### src/rtl/seg_readback.sv
// Seven-segment readback: samples six segment buses, waits for a stable
// pattern, decodes it to hex nibbles and offers each new reading on valid/ready.
module seg_readback #(
    parameter int STABLE_CYCLES  = 4,
    parameter bit ACTIVE_LOW_SEG = 1'b1
) (
    input  logic        clock,
    input  logic        reset,
    input  logic [6:0]  hex0,
    input  logic [6:0]  hex1,
    input  logic [6:0]  hex2,
    input  logic [6:0]  hex3,
    input  logic [6:0]  hex4,
    input  logic [6:0]  hex5,
    input  logic        out_ready,
    output logic        out_valid,
    output logic [23:0] out_value,
    output logic [5:0]  out_digit_ok,
    output logic [5:0]  out_blank,
    output logic        out_overrun
);

    localparam int CNT_W = $clog2(STABLE_CYCLES + 1);
    localparam logic [CNT_W-1:0] CNT_MAX = CNT_W'(STABLE_CYCLES);
    localparam logic [CNT_W-1:0] CNT_ONE = CNT_W'(1);

    typedef enum logic {IDLE, PEND} state_t;

    logic [41:0]      raw;
    logic [41:0]      cand_q, cand_d;
    logic [CNT_W-1:0] cnt_q, cnt_d;
    logic [41:0]      last_rep_q;
    logic             have_rep_q;
    state_t           state_q, state_d;
    logic [23:0]      value_q;
    logic [5:0]       ok_q, blank_q;
    logic             overrun_q, overrun_d;
    logic             stable_evt, report, load;

    logic [23:0]      dec_value;
    logic [5:0]       dec_ok, dec_blank;

    assign raw = {hex5, hex4, hex3, hex2, hex1, hex0};

    generate
        for (genvar gi = 0; gi < 6; gi++) begin : g_dec
            logic [6:0] seg;
            logic [3:0] nib;
            logic       ok, blank;

            assign seg = ACTIVE_LOW_SEG ? ~raw[gi*7 +: 7] : raw[gi*7 +: 7];

            always_comb begin
                nib   = 4'h0;
                ok    = 1'b1;
                blank = 1'b0;
                case (seg)
                    7'h3F: nib = 4'h0;
                    7'h06: nib = 4'h1;
                    7'h5B: nib = 4'h2;
                    7'h4F: nib = 4'h3;
                    7'h66: nib = 4'h4;
                    7'h6D: nib = 4'h5;
                    7'h7D: nib = 4'h6;
                    7'h07: nib = 4'h7;
                    7'h7F: nib = 4'h8;
                    7'h6F: nib = 4'h9;
                    7'h77: nib = 4'hA;
                    7'h7C: nib = 4'hB;
                    7'h39: nib = 4'hC;
                    7'h5E: nib = 4'hD;
                    7'h79: nib = 4'hE;
                    7'h71: nib = 4'hF;
                    7'h00: blank = 1'b1;
                    default: ok = 1'b0;
                endcase
            end

            assign dec_value[gi*4 +: 4] = nib;
            assign dec_ok[gi]           = ok;
            assign dec_blank[gi]        = blank;
        end
    endgenerate

    // Stability counter saturates; the event fires once per new stable pattern.
    always_comb begin
        cand_d = cand_q;
        cnt_d  = cnt_q;
        if (raw != cand_q) begin
            cand_d = raw;
            cnt_d  = CNT_ONE;
        end else if (cnt_q < CNT_MAX) begin
            cnt_d = cnt_q + CNT_ONE;
        end
    end

    assign stable_evt = (cnt_d == CNT_MAX) && ((cnt_q != CNT_MAX) || (raw != cand_q));
    assign report     = stable_evt && ((raw != last_rep_q) || !have_rep_q);

    always_comb begin
        state_d   = state_q;
        overrun_d = overrun_q;
        load      = 1'b0;
        case (state_q)
            IDLE: begin
                if (report) begin
                    state_d   = PEND;
                    load      = 1'b1;
                    overrun_d = 1'b0;
                end
            end
            PEND: begin
                if (report) begin
                    load      = 1'b1;
                    overrun_d = !out_ready;
                end else if (out_ready) begin
                    state_d   = IDLE;
                    overrun_d = 1'b0;
                end
            end
            default: state_d = IDLE;
        endcase
    end

    always_ff @(posedge clock) begin
        if (reset) begin
            cand_q     <= '0;
            cnt_q      <= '0;
            last_rep_q <= '0;
            have_rep_q <= 1'b0;
            state_q    <= IDLE;
            value_q    <= '0;
            ok_q       <= '0;
            blank_q    <= '0;
            overrun_q  <= 1'b0;
        end else begin
            cand_q    <= cand_d;
            cnt_q     <= cnt_d;
            state_q   <= state_d;
            overrun_q <= overrun_d;
            if (report) begin
                last_rep_q <= raw;
                have_rep_q <= 1'b1;
            end
            if (load) begin
                value_q <= dec_value;
                ok_q    <= dec_ok;
                blank_q <= dec_blank;
            end
        end
    end

    assign out_valid    = (state_q == PEND);
    assign out_value    = value_q;
    assign out_digit_ok = ok_q;
    assign out_blank    = blank_q;
    assign out_overrun  = overrun_q;

endmodule

### config.mk
export PLATFORM = sky130hd
export DESIGN_NAME = seg_readback
export DESIGN_NICKNAME = d
export VERILOG_FILES = /design/src/rtl/seg_readback.sv
export SDC_FILE = /design/constraint.sdc
export NUM_CORES = 1
export LEC_CHECK = 0
export ABC_AREA = 1
export ABC_CLOCK_PERIOD_IN_PS = 2800
export CAP_MARGIN = 10
export CORE_ASPECT_RATIO = 1.75
export CORE_MARGIN = 2
export CORE_UTILIZATION = 50
export CTS_CLUSTER_SIZE = 14
export DETAILED_ROUTE_END_ITERATION = 10
export GPL_ROUTABILITY_DRIVEN = 0
export PLACE_DENSITY_LB_ADDON = 0.05
export SLEW_MARGIN = 5
export SYNTH_ARGS = -nofsm -noshare
export SYNTH_HDL_FRONTEND = slang
export SYNTH_SLANG_ARGS = --single-unit
### constraint.sdc
create_clock -name clock -period 2.8 [get_ports clock]
set_clock_uncertainty 0.2 [all_clocks]
set_input_delay 0.7 -clock clock [delete_from_list [all_inputs] [get_ports clock]]
set_output_delay 0.7 -clock clock [all_outputs]
set_load 0.01 [all_outputs]
==> out/metrics.yaml, run 1 <==
critical_path:
  path_class: "in -> reg"
  cp-start-kind: "input pin"
  path_buf_inv: 3
  crit_top_cell: "nor2_1"
  crit_slowest_cell: "clkdlybuf4s50_1"
  crit_fanout: 26
  worstPathArrival_ns: 2.82
  required_ns: 2.90
  cp_slowest_stage_delay_ns: 0.59
  path_delay_family: "simple AND/OR/NAND/NOR gates"
  end_kind: "register"
  cp_cell_sequence: "clkdlybuf4s50_1 > xnor2_1 > nand2_1 > nor2_1 > nand2_1 > nor2_2 > nand4_4 > nor2_4 > inv_2 > buf_12 > nor2_1 > nor2_1"
hold_path:
  hp-class: "reg -> reg"
clocking:
  cts_tree: "yes"
  cts_hold_buf: 0
  cts_buffers: 17
  cts.sinks: 126
  clk_path_buf_depth: 2
  cts_max_level: 4
  clk_latency_ns: 0.41
  root_buffer: "clkbuf_16"
  path_clk_slew_ns: 0.05
timing:
  relSlewSlack: 0.622
  max_freq_ghz: 0.368
  rsz0062_at_grt: "yes"
  fin_tns_setup_ns: 0
  slew_viol_final: 0
  finalSetupViolations: 0
  min_period_over_period: 0.971
  layout_min_cycle_time_ns: 2.72
  finalHoldViolations: 0
  tightest_slew_ns: 0.567
detailed_routing:
  num_vias: 7631
  drtIter0Drc: 415
  routed_wl_um: 21700
  via_per_inst: 5.15
  wl_per_cell_um: 14.6
  detail-route-antenna-nets: 0
  dr.pass1.iters: 5
  drc: 0
global_route:
  grt_pass1_wl_um: 35200
  grt_pass1_vias: 7417
  grtUsageTotal: 0.294
  antenna_found_initial: 0
  grt_max_degree: 61
  overflow: 0
final_layout:
  nFillCells: 1243
  num_antenna_cells: 0
  fin_nets: 1340
  drive_above_1_share: 0.158
  fin_area_mm2: 0.00954
  syn2layout_area_growth_pct: 34.6
synth:
  syn_area_per_cell_um2: 6.38
  synthDistinctLibCells: 43
  synth_ff_type: "dfxtp_1"
  synth.cell_area_mm2: 0.00708
  ys_top_cells_by_count: "nor2_1, nand2_1, dfxtp_1"
  synth_edf_count: 0
  ys_ff_latch: 126
  yosysTopAreaCell: "dfxtp_1"
  synth_nets: 1157
  ys_top_cells_by_area: "dfxtp_1, nor2_1, nand2_1"
  syn_inst: 1110
  ys_seq_area_frac: 0.356
  synth.top_cell.area_share: 0.356
  synth-async-reset-ratio: 0
  synth_most_common_cell: "nor2_1"
  yosys_warnings: 0
status:
  status: "complete, no violations"
floorplan:
  num_rows: 57
  io_pins: 83
  coreArea_mm2: 0.0138
  die_w_um: 94.0
  initial_core_util: 0.512
  die_height_um: 161
  die_area_mm2: 0.0152
place:
  place_area_mm2: 0.00886
  dpl.hpwl_um: 15900
  portBuffers: 82
power_and_ir_drop:
  finalPower_w: 0.00455
  vdd_drop_max_mv: 0.389
  power.density_mw_per_mm2: 477
  p_leak_nw: 4.51
job:
  drv_cap: 0
[state kept, by name, summed over array words and instances (netlist names)]
signal        cells
cand_q           42
last_rep_q       42
out_value        24
out_blank         6
out_digit_ok      6
cnt_q             3
have_rep_q        1
out_overrun       1
out_valid         1
[where the power goes]
part           switching, W  total [W]  internal [W]
combinational      0.000325   0.000591      0.000266
clock              0.000814    0.00211       0.00130
sequential        0.0000159    0.00184       0.00183
total               0.00115    0.00455       0.00339
[repair_timing]
item,in CTS,in global routing
gates cloned,0,1
endpoints found under the hold margin,0,0
buffers inserted,0,2
gates resized for setup,1,24
endpoints found under the setup margin,2,80
pin swaps,0,3
[layer usage]
metal  track usage  vias to the layer above  routed length (µm)
met5             0                        -                   0
met4         0.105                        0                 570
met3        0.0429                       43                 880
met2         0.552                      242               11600
met1         0.327                     3476                8610
li1              -                     3870                   -
[final timing paths]
| path | startpoint | end | slack [ns] | depth (start not counted) |
|---|---|---|---|---|
| hold reg to reg | have_rep_q$_SDFFE_PP0P_ | have_rep_q$_SDFFE_PP0P_ | 0.27 | 2 |
| setup / recovery | hex2[6] | last_rep_q[41]$_SDFFE_PP0P_ | 0.08 | 12 |
| setup reg to reg | cnt_q[0]$_SDFF_PP0_ | last_rep_q[41]$_SDFFE_PP0P_ | 0.25 | 11 |
| hold / removal | have_rep_q$_SDFFE_PP0P_ | have_rep_q$_SDFFE_PP0P_ | 0.27 | 2 |
[stage by stage]
stage	util	std cells	setup WS (ns)	hold WS, ns
2_1_floorplan	-	1110	0.278	0.236
3_3_place_gp	0.641	1448	-0.426	0.255
3_5_place_dp	0.641	1448	-0.427	0.260
4_1_cts	0.681	1480	-0.00532	0.269
5_1_grt	0.689	1483	-0.0126	0.296
6_report	0.689	1483	0.0821	0.268
[cells in the final DEF, fill, tap and decap left out, types with 2 or more instances in the layout]
master	count
xor2_1	5
nand2_1	218
nor4_1	11
clkinvlp_4	3
nand2_2	4
buf_4	135
bufinv_16	2
clkinv_2	6
nor2_4	2
o21ai_0	55
nand3_1	40
ha_1	2
inv_1	100
dfxtp_1	126
buf_12	5
o31ai_1	3
clkdlybuf4s50_1	67
dlymetal6s2s_1	14
or2_2	3
clkbuf_16	18
inv_2	14
nor3b_1	4
nor3_2	2
o21ai_1	18
o22ai_1	3
nor3_1	45
o21bai_1	5
nor2_1	287
nor2_2	7
and3_1	5
clkbuf_1	3
o211ai_1	2
o2111ai_1	2
a211oi_1	2
nand4_1	28
xnor2_1	37
a21oi_1	10
[area by class of cell]
cell class	count	area, µm²	area share
repair buffers	224	2000	0.210
clock inverters	12	121	0.0127
well taps	177	221	0.0232
clock buffers	20	437	0.0458
multi-input cells	810	3800	0.399
inverters	114	428	0.0449
flip-flops and latches	126	2520	0.265
[logic make-up (layout without fill, tap and decap cells)]
| kind of cell | Yosys count | in the layout | synth area share |
|---|---|---|---|
| flops | 126 | 126 | 0.356 |
| fa+ha+maj | 2 | 2 | 0.00353 |
| compound gates | 105 | 105 | 0.0820 |
| buf+inv | 174 | 370 | 0.112 |
| xor+xnor | 43 | 43 | 0.0532 |
| simple gates | 660 | 660 | 0.393 |
[tightest hold or removal path, stage by stage (launching register included)]
cell	delay [ns]
dfxtp_1	0.30
inv_1	0.06
a21oi_1	0.06
Note: power is estimated with default switching activity, not from simulation.
==> run 2: changes to the inputs <==
--- a/config.mk
+++ b/config.mk
@@ -7,7 +7,7 @@
 export LEC_CHECK = 0
 export ABC_AREA = 1
 export ABC_CLOCK_PERIOD_IN_PS = 2800
-export CAP_MARGIN = 10
+export CAP_MARGIN = 25
 export CORE_ASPECT_RATIO = 1.75
 export CORE_MARGIN = 2
 export CORE_UTILIZATION = 50
==> results of run 2 <==
Final layout, timing and power as in run 1 (identical DEF).
